--- config.mk ---
export PLATFORM = sky130hd
export DESIGN_NAME = motor_ramp_sequencer
export DESIGN_NICKNAME = d
export VERILOG_FILES = /design/src/rtl/motor_seq_pkg.sv /design/src/rtl/ramp_tick_gen.sv /design/src/rtl/motor_ramp_sequencer.sv
export SDC_FILE = /design/constraint.sdc
export NUM_CORES = 1
export LEC_CHECK = 0
export CAP_MARGIN = 20
export CORE_MARGIN = 2
export CORE_UTILIZATION = 50
export CTS_CLUSTER_SIZE = 16
export DETAILED_ROUTE_END_ITERATION = 7
export PLACE_DENSITY = 0.71
export SYNTH_ARGS = -nofsm -noshare
export SYNTH_HDL_FRONTEND = slang
export SYNTH_SLANG_ARGS = --single-unit
--- constraint.sdc ---
create_clock -name i_clk -period 9.57 [get_ports i_clk]
set_input_delay 0.957 -clock i_clk [delete_from_list [all_inputs] [get_ports i_clk]]
set_output_delay 0.957 -clock i_clk [all_outputs]
set_load 0.005 [all_outputs]
--- src/rtl/motor_seq_pkg.sv ---
// Shared types and helpers for the motor ramp sequencer.
package motor_seq_pkg;

  localparam int MAG_W = 31;

  typedef enum logic [2:0] {
    IDLE, ARM, RAMP, HOLD, REVERSE, DWELL, STOP
  } seq_state_t;

  // One slew step of cur toward tgt. The step never overshoots the target.
  function automatic logic [MAG_W-1:0] slew_toward(input logic [MAG_W-1:0] cur,
                                                   input logic [MAG_W-1:0] tgt,
                                                   input logic [MAG_W-1:0] step);
    logic [MAG_W-1:0] r;
    r = cur;
    if (cur < tgt)      r = ((tgt - cur) <= step) ? tgt : cur + step;
    else if (cur > tgt) r = ((cur - tgt) <= step) ? tgt : cur - step;
    return r;
  endfunction

endpackage

--- src/rtl/ramp_tick_gen.sv ---
// Free-running prescaler; o_tick pulses for one clock every RAMP_DIV clocks.
module ramp_tick_gen #(
  parameter int RAMP_DIV = 100000
) (
  input  logic i_clk,
  input  logic i_rst,
  output logic o_tick
);

  localparam int PW = (RAMP_DIV > 1) ? $clog2(RAMP_DIV) : 1;
  localparam logic [PW-1:0] LAST = PW'(RAMP_DIV - 1);

  logic [PW-1:0] cnt_q, cnt_d;

  // Wrap at RAMP_DIV-1 back to zero.
  always_comb begin
    cnt_d = (cnt_q == LAST) ? '0 : cnt_q + 1'b1;
  end

  // Prescaler register; only reset realigns it.
  always_ff @(posedge i_clk) begin
    if (i_rst) cnt_q <= '0;
    else       cnt_q <= cnt_d;
  end

  assign o_tick = (cnt_q == LAST);

endmodule

--- src/rtl/motor_ramp_sequencer.sv ---
// Command sequencer: arms the driver, slews setpoint magnitude, handles
// reversals through zero with a dwell, stop and emergency stop.
module motor_ramp_sequencer
  import motor_seq_pkg::*;
#(
  parameter int               RAMP_DIV    = 100000,
  parameter int               STEP        = 16,
  parameter int               ARM_CYC     = 1000,
  parameter int               DWELL_TICKS = 50,
  parameter logic [MAG_W-1:0] MAX_MAG     = 31'h7FFF_FFFF
) (
  input  logic             i_clk,
  input  logic             i_rst,
  input  logic             i_cmd_valid,
  output logic             o_cmd_ready,
  input  logic [MAG_W-1:0] i_cmd_mag,
  input  logic             i_cmd_dir,
  input  logic             i_cmd_stop,
  input  logic             i_estop,
  output logic [31:0]      o_setpoint,
  output logic             o_dir,
  output logic             o_motor_en,
  output logic             o_pi_en,
  output logic             o_at_target,
  output logic             o_busy
);

  localparam int CNT_MAX = (ARM_CYC > DWELL_TICKS) ? ARM_CYC : DWELL_TICKS;
  localparam int CNT_W   = $clog2(CNT_MAX + 1);
  localparam logic [CNT_W-1:0] ARM_LAST   = CNT_W'(ARM_CYC - 1);
  localparam logic [CNT_W-1:0] DWELL_LAST = CNT_W'(DWELL_TICKS - 1);
  localparam logic [MAG_W-1:0] STEP_M     = MAG_W'(STEP);

  seq_state_t       state_q, state_d;
  logic [MAG_W-1:0] mag_q, mag_d, target_q, target_d, pend_mag_q, pend_mag_d;
  logic             dir_q, dir_d, pend_dir_q, pend_dir_d;
  logic [CNT_W-1:0] cnt_q, cnt_d;

  logic             tick, accept, is_stop;
  logic [MAG_W-1:0] eff_mag, slewed;

  ramp_tick_gen #(.RAMP_DIV(RAMP_DIV)) u_tick (
    .i_clk  (i_clk),
    .i_rst  (i_rst),
    .o_tick (tick)
  );

  // Command handshake and decode; a zero run magnitude behaves like stop.
  always_comb begin
    o_cmd_ready = ((state_q == IDLE) || (state_q == RAMP) || (state_q == HOLD)) && !i_estop;
    accept      = i_cmd_valid && o_cmd_ready;
    eff_mag     = (i_cmd_mag > MAX_MAG) ? MAX_MAG : i_cmd_mag;
    is_stop     = i_cmd_stop || (eff_mag == '0);
    slewed      = slew_toward(mag_q, target_q, STEP_M);
  end

  // Next-state, slew datapath and shared ARM/DWELL counter.
  always_comb begin
    state_d    = state_q;
    mag_d      = mag_q;
    target_d   = target_q;
    dir_d      = dir_q;
    pend_dir_d = pend_dir_q;
    pend_mag_d = pend_mag_q;
    cnt_d      = cnt_q;
    case (state_q)
      IDLE: begin
        if (accept && !is_stop) begin
          target_d = eff_mag;
          dir_d    = i_cmd_dir;
          cnt_d    = '0;
          state_d  = ARM;
        end
      end
      ARM: begin
        if (cnt_q == ARM_LAST) state_d = RAMP;
        else                   cnt_d   = cnt_q + 1'b1;
      end
      RAMP, HOLD: begin
        // An accepted command takes this cycle; slewing resumes on the next tick.
        if (accept) begin
          if (is_stop) begin
            target_d = '0;
            state_d  = STOP;
          end else if (i_cmd_dir != dir_q) begin
            pend_dir_d = i_cmd_dir;
            pend_mag_d = eff_mag;
            target_d   = '0;
            state_d    = REVERSE;
          end else begin
            target_d = eff_mag;
            state_d  = (eff_mag == mag_q) ? HOLD : RAMP;
          end
        end else if (state_q == RAMP) begin
          if (mag_q == target_q) state_d = HOLD;
          else if (tick)         mag_d   = slewed;
        end
      end
      REVERSE: begin
        if (mag_q == '0) begin
          cnt_d   = '0;
          state_d = DWELL;
        end else if (tick) begin
          mag_d = slewed;
        end
      end
      DWELL: begin
        if (tick) begin
          if (cnt_q == DWELL_LAST) begin
            dir_d    = pend_dir_q;
            target_d = pend_mag_q;
            state_d  = RAMP;
          end else begin
            cnt_d = cnt_q + 1'b1;
          end
        end
      end
      STOP: begin
        if (mag_q == '0) state_d = IDLE;
        else if (tick)   mag_d   = slewed;
      end
      default: state_d = IDLE;
    endcase
    // Emergency stop wins over everything, but the applied direction is kept.
    if (i_estop) begin
      state_d    = IDLE;
      mag_d      = '0;
      target_d   = '0;
      pend_dir_d = 1'b0;
      pend_mag_d = '0;
      cnt_d      = '0;
    end
  end

  // State registers.
  always_ff @(posedge i_clk) begin
    if (i_rst) begin
      state_q    <= IDLE;
      mag_q      <= '0;
      target_q   <= '0;
      dir_q      <= 1'b0;
      pend_dir_q <= 1'b0;
      pend_mag_q <= '0;
      cnt_q      <= '0;
    end else begin
      state_q    <= state_d;
      mag_q      <= mag_d;
      target_q   <= target_d;
      dir_q      <= dir_d;
      pend_dir_q <= pend_dir_d;
      pend_mag_q <= pend_mag_d;
      cnt_q      <= cnt_d;
    end
  end

  assign o_setpoint  = {~dir_q, mag_q};
  assign o_dir       = dir_q;
  assign o_motor_en  = (state_q != IDLE);
  assign o_pi_en     = (state_q != IDLE) && (state_q != ARM);
  assign o_at_target = (state_q == HOLD);
  assign o_busy      = (state_q != IDLE);

endmodule

==> results of run 1 <==
[final cells by class]
| class | count | area, um^2 | area share [%] |
|---|---|---|---|
| multi-input combinational | 1209 | 7630 | 62.5 |
| sequential | 125 | 2500 | 20.5 |
| timing repair buffer | 85 | 848 | 6.95 |
| clock buffer | 19 | 453 | 3.71 |
| tap | 275 | 344 | 2.82 |
| inverter | 80 | 300 | 2.46 |
| clock inverter | 13 | 133 | 1.09 |
[where the power goes]
group          total (uW)  switching [uW]  internal (uW)
clock network         637             260            377
logic                 447             284            163
registers             537            10.2            527
total                1620             554           1070
[kinds of logic (layout without fill, tap and decap cells)]
kind of cell / count (synthesis) / in the layout
muxes: 14 / 14
AOI/OAI and AO/OA: 467 / 467
buffers and inverters: 179 / 197
DFF: 125 / 125
adders and majority gates: 67 / 67
xor gates and xnor gates: 100 / 100
and+or+nand+nor: 561 / 561
[flip-flops by register name, summed over array words and instances (netlist names)]
register and cells:
state_q 3, mag_q 31, u_tick.cnt_q 17, pend_mag_q 31, target_q 31, o_dir 1, cnt_q 10, pend_dir_q 1
[worst max-delay path, stage by stage, from the launching register on]
cell,delay [ns]
dfxtp_1,0.57
inv_1,0.20
ha_1,0.57
and4_1,0.34
and3_1,0.20
or3_1,0.34
a2111oi_2,0.60
or2_2,0.25
xnor2_1,0.06
nor4_1,0.38
nand4b_1,0.30
nor3_1,0.38
or2_1,0.88
a222oi_1,0.29
o221a_1,0.27
[cell usage after synthesis, types with 45 or more instances]
cell        n  area, um^2
nand2_1   168         631
a21oi_1   153         766
nor2_1    140         526
dfxtp_1   125        2500
inv_1      79         297
xnor2_1    72         631
o21ai_0    69         345
ha_1       67         838
clkbuf_1   65         244
nand3_1    55         275
a211oi_1   45         338
[worst min path at each step]
stage	depth (start not counted)	endpoint	slack, ns
after CTS	2	pend_mag_q[21]	0.45
final	2	pend_mag_q[9]	0.45
after global routing	2	pend_mag_q[7]	0.47
after global placement	2	pend_mag_q[2]	0.44
after detailed placement	2	pend_mag_q[23]	0.45
after floorplan	2	pend_dir_q	0.44
[per-stage QoR]
step           hold WS [ns]  total power (uW)
3_5_place_dp          0.447               973
5_1_grt               0.468              1670
4_1_cts               0.455              1610
3_3_place_gp          0.442               979
6_report              0.454              1620
2_1_floorplan         0.437               841
[metal layers]
layer | global-route usage [%] | vias to the layer above
met4 | 18.1 | 0
met2 | 54.7 | 609
met3 | 4.85 | 135
li1 | - | 5490
met5 | 0 | -
met1 | 47.3 | 5376
==> results.ini, run 1 <==
[floorplanning]
dieHeight_um = 151
dieArea_mm2 = 0.0229
die_w_um = 151
ioPinCount = 75
rows = 53
start_util_pct = 51.4
core_area_mm2 = 0.0212

[cells_and_area]
stdcell_count = 1806
fin_area_mm2 = 0.0122
num_antenna_cells = 0
fillers = 2041
drive_gt1_share_pct = 5.23
final_cell_mix = 168 x nand2_1, 153 x a21oi_1, 138 x nor2_1
area_growth_pct = 12.3
fin_util_pct = 57.7
layout.nets = 1622
layout_commonest_cell = nand2_1

[yosys]
synth_compound_area_share_pct = 28.0
synth_ff_type = dfxtp_1
synthMuxAreaShare_pct = 1.33
synth-edff-count = 0
synth.avg_cell_area_um2 = 7.19
syn_nets = 1617
synth_seq_cells = 125
ys_seq_area_share_pct = 23.0
synth.distinct_cells = 81
yosys.area_share.xor_xnor_pct = 8.05
yosysWarnings = 0
synth_area_mm2 = 0.0109
synth_top_family_by_area = compound AO/OA/AOI/OAI gates
yosys.area_share.simple_pct = 25.0
synth_fa_ha_area_share_pct = 7.71
ys_async_sr_fraction_pct = 0
syn_inst = 1513

[clock_tree]
cts_resized = 0
cts_root_buf = clkbuf_16
cts_tree = yes
clk_path_buf_depth = 2
holdBufCountCts = 0
cts.sink_count = 125
cts_inserted_buffers = 17
clkTransAtPathRegs_ns = 0.06
clk_latency_ns = 0.42
postCtsSetupBuffers = 0
htreeDepth = 4

[drt]
viasPerCell = 6.43
wl_met3_mm = 3.06
highest_layer = met4
first_pass_iters = 6
wl_per_cell_um = 22.2
ant_nets = 0
wl_met2_mm = 17.8
drt-initial-drc-count = 999
drcViolationCount = 0
vias = 11600
wl_mm = 40.0
drt-met1-wl_mm = 17.0

[placed_design]
place_inst = 1772
place.gp.congestion = 0.945
place_hpwl_mm = 30.6
io_buffers = 74
pre_cts_ws_ns = 4.03
place_area_mm2 = 0.0116

[power]
power_density_mw_per_mm2 = 133
irDropWorstVdd_v = 0.000107
power_leakage_uw = 0.00457

[sta]
rsz0062_at_grt = no
tightest_slew_ns = 1.07
max_freq_mhz = 173
fin_crit_ns = 5.77
setup_violations = 0
fin_worst_skew_ns = 0.00886
post-route-period-util_pct = 60.3
setup_slack_ns = 3.80
drv_slew = 0
hold_viol = 0
tns_ns = 0
maxSlewHeadroom_pct = 28.2

[critical_path]
cp.required_ns = 9.87
r2r_end = mag_q[14]
worst-r2r-cell-count = 14
worstPathMaxFanout = 24
rr_startpoint = mag_q[11]
crit_path_start_kind = flop
crit_end = mag_q[14]
critPathCaptureType = flop
critical_path.startpoint = mag_q[11]
crit_type = flop to flop
cp.arrival_ns = 6.07
r2r_slack_ns = 3.80

[grt]
grt_pass1_wl_mm = 62.2
grt-ovfl-total = 0
track_usage_pct = 35.1
grt_pass1_vias = 11000
grt_antenna_before_repair = 1
grt_max_degree = 87

[worst_hold_path]
hold_start = pend_mag_q[9]
hold_class = flop to flop

[flow_run]
cap_violations = 0

[outcome]
status = finished clean

No activity file was read; power rests on OpenSTA's default activity.
==> inputs of run 2 (changes only) <==
- clock period: 9.57 -> 5.4 ns (I/O delays scaled with it)
==> results.ini, run 2 (synthesis results as in run 1) <==
[floorplanning]
die_w_um = 151  ; unchanged
dieHeight_um = 151  ; unchanged
dieArea_mm2 = 0.0229  ; unchanged
start_util_pct = 51.4  ; unchanged
ioPinCount = 75  ; unchanged
rows = 53  ; unchanged
core_area_mm2 = 0.0212  ; unchanged

[cells_and_area]
fin_area_mm2 = 0.0124  ; +1.4%
fin_util_pct = 58.5  ; +0.82 points
final_cell_mix = 168 x nand2_1, 153 x a21oi_1, 138 x nor2_1
drive_gt1_share_pct = 6.76  ; +1.5 points
stdcell_count = 1829  ; +1.3%
num_antenna_cells = 0  ; unchanged
largest_registers = mag_q: 31 flops, pend_mag_q: 31 flops, target_q: 31 flops
layout.nets = 1645  ; +1.4%
area_growth_pct = 13.8
layout_commonest_cell = nand2_1

[sta]
hold_viol = 0  ; unchanged
max_freq_mhz = 188  ; +8.4%
post-route-period-util_pct = 98.6  ; +38 points
setup_violations = 0  ; unchanged
tns_ns = 0  ; unchanged
fin_worst_skew_ns = 0.0110  ; +0.00212 ns
drv_slew = 0  ; unchanged
rsz0062_at_grt = no
tightest_slew_ns = 0.898  ; -0.176 ns
maxSlewHeadroom_pct = 39.6  ; +11 points
fin_crit_ns = 5.32  ; -0.448 ns

[grt]
grt_antenna_before_repair = 0  ; -1
grt_pass1_vias = 10900  ; -0.82%
track_usage_pct = 34.3  ; -0.82 points
grt_pass1_wl_mm = 60.8  ; -2.4%
grt_max_degree = 74  ; -15%
grt-ovfl-total = 0  ; unchanged

[clock_tree]
cts_root_buf = clkbuf_16
clk_path_buf_depth = 2  ; unchanged
clkTransAtPathRegs_ns = 0.06  ; about the same
cts_inserted_buffers = 17  ; unchanged
postCtsSetupBuffers = 0  ; unchanged
cts.sink_count = 125  ; unchanged
clk_latency_ns = 0.41  ; about the same
cts_tree = yes
htreeDepth = 4  ; unchanged

[flow_run]
cap_violations = 0  ; unchanged

[power]
netSwitchingFraction_pct = 34.0  ; -0.20 points
pwr-share-clk_pct = 39.2  ; about the same
pwr-share-seq_pct = 33.4  ; +0.3 points
irDropWorstVdd_v = 0.000235  ; +120%
p_int_uw = 1880  ; +76%
power_leakage_uw = 0.00469  ; +2.6%
power_density_mw_per_mm2 = 230  ; +73%
p_sw_uw = 969  ; +75%
power_uw = 2850  ; +76%
p_comb_share_pct = 27.4  ; -0.2 points

[worst_hold_path]
min_path_cells = 2  ; unchanged
min_to = pend_mag_q[7]
hold_start = pend_mag_q[7]
hold_class = flop to flop

[drt]
wl_mm = 39.1  ; -2.2%
wl_per_cell_um = 21.4  ; -3.5%
drcViolationCount = 0  ; unchanged
first_pass_iters = 7  ; +1
viasPerCell = 6.42  ; -0.20%
ant_nets = 0  ; unchanged
vias = 11700  ; +1.1%
drt-initial-drc-count = 960  ; -3.9%

[placed_design]
place_hpwl_mm = 30.3  ; -0.94%
place_area_mm2 = 0.0118  ; +1.7%
place_inst = 1797  ; +1.4%
io_buffers = 74  ; unchanged
place.gp.congestion = 0.974  ; +3.0%

[critical_path]
worst-r2r-cell-count = 14  ; unchanged
rr_startpoint = mag_q[22]
crit_type = flop to flop
r2r_slack_ns = 0.08  ; -3.72 ns
cp.required_ns = 5.70  ; -4.17 ns
worstPathMaxFanout = 20  ; -17%
r2r_end = mag_q[14]
cp.arrival_ns = 5.62  ; -0.45 ns
critPathCaptureType = flop
crit_path_start_kind = flop

[outcome]
status = finished clean

## run 2: how the worst max path moves through the flow
stage | slack, ns | cells past startpoint | from | to
6_report | 0.08 | 14 | mag_q[22] | mag_q[14]
3_3_place_gp | 0.28 | 14 | mag_q[22] | mag_q[14]
2_1_floorplan | 1.47 | 17 | mag_q[12] | mag_q[19]
4_1_cts | 0.24 | 14 | mag_q[22] | mag_q[14]
3_5_place_dp | 0.28 | 14 | mag_q[22] | mag_q[14]
5_1_grt | 0.04 | 14 | mag_q[22] | mag_q[14]
## run 2: timing repair
item                       CTS  global route
hold buffers                 0             0
gates resized for setup      0             2
setup endpoints to repair    0             5
hold endpoints to repair     0             0
## run 2: area by class of cell
type	instances	area, um^2
Timing Repair Buffer	108	1030
Inverter	80	300
Clock inverter	14	133
Fill cell	2025	8770
Tap cell	275	344
Clock buffer	18	439
Multi-Input combinational cell	1209	7630
Sequential cell	125	2500
## run 2: power groups by stage
stage / sequential (uW) / clock [uW] / combinational, uW
final: 952 / 1120 / 781
after global routing: 952 / 1170 / 835
after detailed placement: 971 / 0 / 753
after CTS: 951 / 1120 / 756
after global placement: 971 / 0 / 760
after floorplan: 963 / 0 / 527
## run 2: metal layers
metal  up-vias  global-route usage, %  share of wire (%)  wire length, um
met5         -                      0                  0                0
met4         0                   16.9                5.0             1940
met3       109                   4.16                8.5             3330
met2       635                   53.8                 45            17600
met1      5441                   46.6                 42            16300
li1       5549                      -                  -                -
## run 2: worst max-delay path: stages (launching register included)
cell and delay [ns]:
dfxtp_1 0.62, inv_1 0.20, ha_1 0.53, a21oi_1 0.36
o221ai_1 0.29, a2111oi_0 0.56, nand3_1 0.26, or4_1 0.57
nor4_1 0.33, nand4b_1 0.30, nor3_2 0.31, or2_1 0.28
buf_12 0.20, a222oi_1 0.11, o221a_1 0.26
## run 2: through the flow
stage                     hold WS [ns]  worst slack [ns]
after detailed placement         0.448             0.279
final                            0.455            0.0768
after CTS                        0.457             0.237
after global routing             0.465            0.0438
after floorplan                  0.437              1.47
after global placement           0.442             0.279
==> inputs of run 3 (changes only) <==
- SYNTH_HIERARCHICAL: not set -> 1
==> results.ini, run 3 <==
[critical_path]
crit_path_start_kind = flop
cp_slowest_stage_delay_ns = 0.56  ; -0.06 ns
crit_family = compound AO/OA/AOI/OAI gates
worst-r2r-cell-count = 16  ; +2
cp.arrival_ns = 5.39  ; -0.23 ns
rr_startpoint = mag_q[19]
critPathCaptureType = flop
r2r_end = mag_q[14]
path_cells = inv_1 > ha_1 > a21oi_1 > o21ai_0 > a31o_2 > a2111oi_0 > nand4_1 > nor4_1 > buf_4 > o2111a_1 > and4_1 > buf_4 > buf_4 > nor3_1 > a2111oi_1 > o41ai_1
worstPathMaxFanout = 11  ; -45%
cp_slowest_cell = dfxtp_1
crit_type = flop to flop
cp_num_buf_inv = 4  ; +2
cp.required_ns = 5.69  ; about the same
crit_top_cell = buf_4
r2r_slack_ns = 0.30  ; +0.22 ns

[sta]
maxSlewHeadroom_pct = 30.1  ; -9.5 points
setup_violations = 0  ; unchanged
tightest_slew_ns = 1.05  ; +0.151 ns
max_freq_mhz = 196  ; +4.3%
fin_worst_skew_ns = 0.0124  ; +0.00141 ns
hold_viol = 0  ; unchanged
drv_slew = 0  ; unchanged
rsz0062_at_grt = no
post-route-period-util_pct = 94.5  ; -4.1 points
fin_crit_ns = 5.10  ; -0.222 ns
hold_ws_ns = 0.464  ; +0.00835 ns
tns_ns = 0  ; unchanged

[yosys]
post-synth-top-area-fraction_pct = 21.9  ; -1.1 points
syn_nets = 1665  ; +3.0%
syn_inst = 1561  ; +3.2%
yosysWarnings = 6  ; +6
ys_async_sr_fraction_pct = 0  ; unchanged
synth.distinct_cells = 81  ; unchanged
synth_seq_cells = 125  ; unchanged
ys_top_cells_by_area = dfxtp_1 22%, ha_1 7.3%, nor2_1 5.9%
synth_most_common_cell = nor2_1
synth_area_mm2 = 0.0114  ; +5.1%
yosys.area.top_type = dfxtp_1
synth_ff_type = dfxtp_1
yosys-top-cells-count = 181 x nor2_1, 125 x dfxtp_1, 117 x nand2_1
ys_seq_area_share_pct = 21.9  ; -1.1 points
synth-edff-count = 0  ; unchanged
synth.avg_cell_area_um2 = 7.32  ; +1.9%

[drt]
ant_nets = 0  ; unchanged
vias = 12600  ; +7.3%
drt-initial-drc-count = 1101  ; +15%
first_pass_iters = 8  ; +1
drcViolationCount = 0  ; unchanged
wl_per_cell_um = 21.8  ; +1.8%
viasPerCell = 6.64  ; +3.5%
wl_mm = 41.3  ; +5.5%

[placed_design]
place_hpwl_mm = 31.8  ; +4.8%
io_buffers = 74  ; unchanged
place.gp.congestion = 1.04  ; +6.8%
place_inst = 1865  ; +3.8%

[clock_tree]
cts_inserted_buffers = 17  ; unchanged
cts.sink_count = 125  ; unchanged
cts_root_buf = clkbuf_16
cts_tree = yes
clk_latency_ns = 0.43  ; +0.02 ns
holdBufCountCts = 0  ; unchanged
clkTransAtPathRegs_ns = 0.06  ; about the same
clk_path_buf_depth = 2  ; unchanged
htreeDepth = 4  ; unchanged

[worst_hold_path]
min_path_cells = 1  ; -1
min_to = u_tick/cnt_q[0]
hold_class = flop to flop
hold_start = u_tick/cnt_q[0]

[cells_and_area]
fillers = 2131  ; +5.2%
layout_commonest_cell = nor2_1
stdcell_count = 1897  ; +3.7%
layout.nets = 1703  ; +3.5%
num_antenna_cells = 0  ; unchanged
seqCellArea_mm2 = 0.00250  ; unchanged
multiInputGateArea_mm2 = 0.00810  ; +6.1%
final_cell_mix = 181 x nor2_1, 125 x dfxtp_1, 117 x nand2_1
drive_gt1_share_pct = 7.38  ; +0.63 points
largest_registers = mag_q: 31 flops, pend_mag_q: 31 flops, target_q: 31 flops
area_growth_pct = 14.1

[floorplanning]
start_util_pct = 50.7  ; -0.76 points
dieArea_mm2 = 0.0241  ; +5.0%
rows = 55  ; +3.8%
ioPinCount = 75  ; unchanged
dieHeight_um = 155  ; +2.5%
die_w_um = 155  ; +2.5%
core_area_mm2 = 0.0226  ; +6.7%

[flow_run]
cap_violations = 0  ; unchanged

[power]
power_uw = 2990  ; +4.9%
power_leakage_uw = 0.00488  ; +4.0%
irDropWorstVdd_v = 0.000269  ; +15%
power_density_mw_per_mm2 = 229  ; -0.44%

[grt]
grt_max_degree = 52  ; -30%
grt_pass1_wl_mm = 63.7  ; +4.9%
grt_antenna_before_repair = 0  ; unchanged
grt-ovfl-total = 0  ; unchanged
track_usage_pct = 33.5  ; -0.77 points
grt_pass1_vias = 11500  ; +5.7%

[outcome]
status = finished clean

==> run 3: cell types whose count changed in the layout (fill, tap and decap cells not counted), sizes merged, moves of 13 or more <==
cell / before / now
a211oi: 45 / 16
a21oi: 157 / 100
a22oi: 40 / 8
a311oi: 1 / 34
buf: 34 / 59
mux2i: 10 / 45
nand2: 168 / 117
nand3: 55 / 91
nor2: 140 / 181
or4: 2 / 15
==> run 3: worst max path at each step <==
stage,startpoint,end,slack (ns),depth (start not counted)
floorplan,mag_q[24],mag_q[17],1.41,16
global placement,mag_q[18],mag_q[28],0.54,14
detailed placement,mag_q[19],mag_q[14],0.55,16
CTS,mag_q[19],mag_q[14],0.52,16
global route,mag_q[19],mag_q[14],0.13,16
finish,mag_q[19],mag_q[14],0.30,16
==> run 3: logic make-up (layout without fill, tap and decap cells) <==
| kind of cell | after synthesis | count (layout) | synth area share [%] |
|---|---|---|---|
| AO/OA/AOI/OAI | 402 | 402 | 24.3 |
| multiplexers | 48 | 48 | 4.27 |
| flip-flops | 125 | 125 | 21.9 |
| adder cells (fa/ha/maj) | 67 | 67 | 7.33 |
| buffers and inverters | 194 | 245 | 7.50 |
| XOR/XNOR | 91 | 91 | 6.97 |
| AND/OR/NAND/NOR | 634 | 634 | 27.7 |
==> run 3: timing repair <==
action                                  CTS  global route
resized for setup                         0             1
buffers inserted                          0             0
endpoints found under the setup margin    0             1
endpoints found under the hold margin     0             0
==> run 3: report_power, final <==
part / internal [uW] / switching, uW
Combinational: 339 / 545
Sequential: 934 / 18.1
Clock: 664 / 491
Total: 1940 / 1050
==> run 3: metrics by stage <==
stage / setup WS [ns] / area (um^2) / utilization, %
final: 0.298 / 13000 / 57.8
after global routing: 0.125 / 13000 / 57.8
after CTS: 0.524 / 13000 / 57.8
after detailed placement: 0.550 / 12500 / 55.2
after global placement: 0.543 / 12400 / 55.2
after floorplan: 1.41 / 11400 / -
==> run 3: layer usage <==
layer	up-vias	GRT usage [%]	part of all wire [%]
met5	-	0	0
met1	5906	44.9	41
met4	0	18.8	5.9
li1	5843	-	-
met2	698	52.8	45
met3	149	3.51	8.4
==> run 3: cell type report <==
type	count	share of cell area (%)
clock buffers	18	3.37
clock inverters	14	1.14
inverters	80	2.30
multi-input cells	1242	62.1
flip-flops and latches	125	19.2
well taps	285	2.73
repair buffers	133	9.20
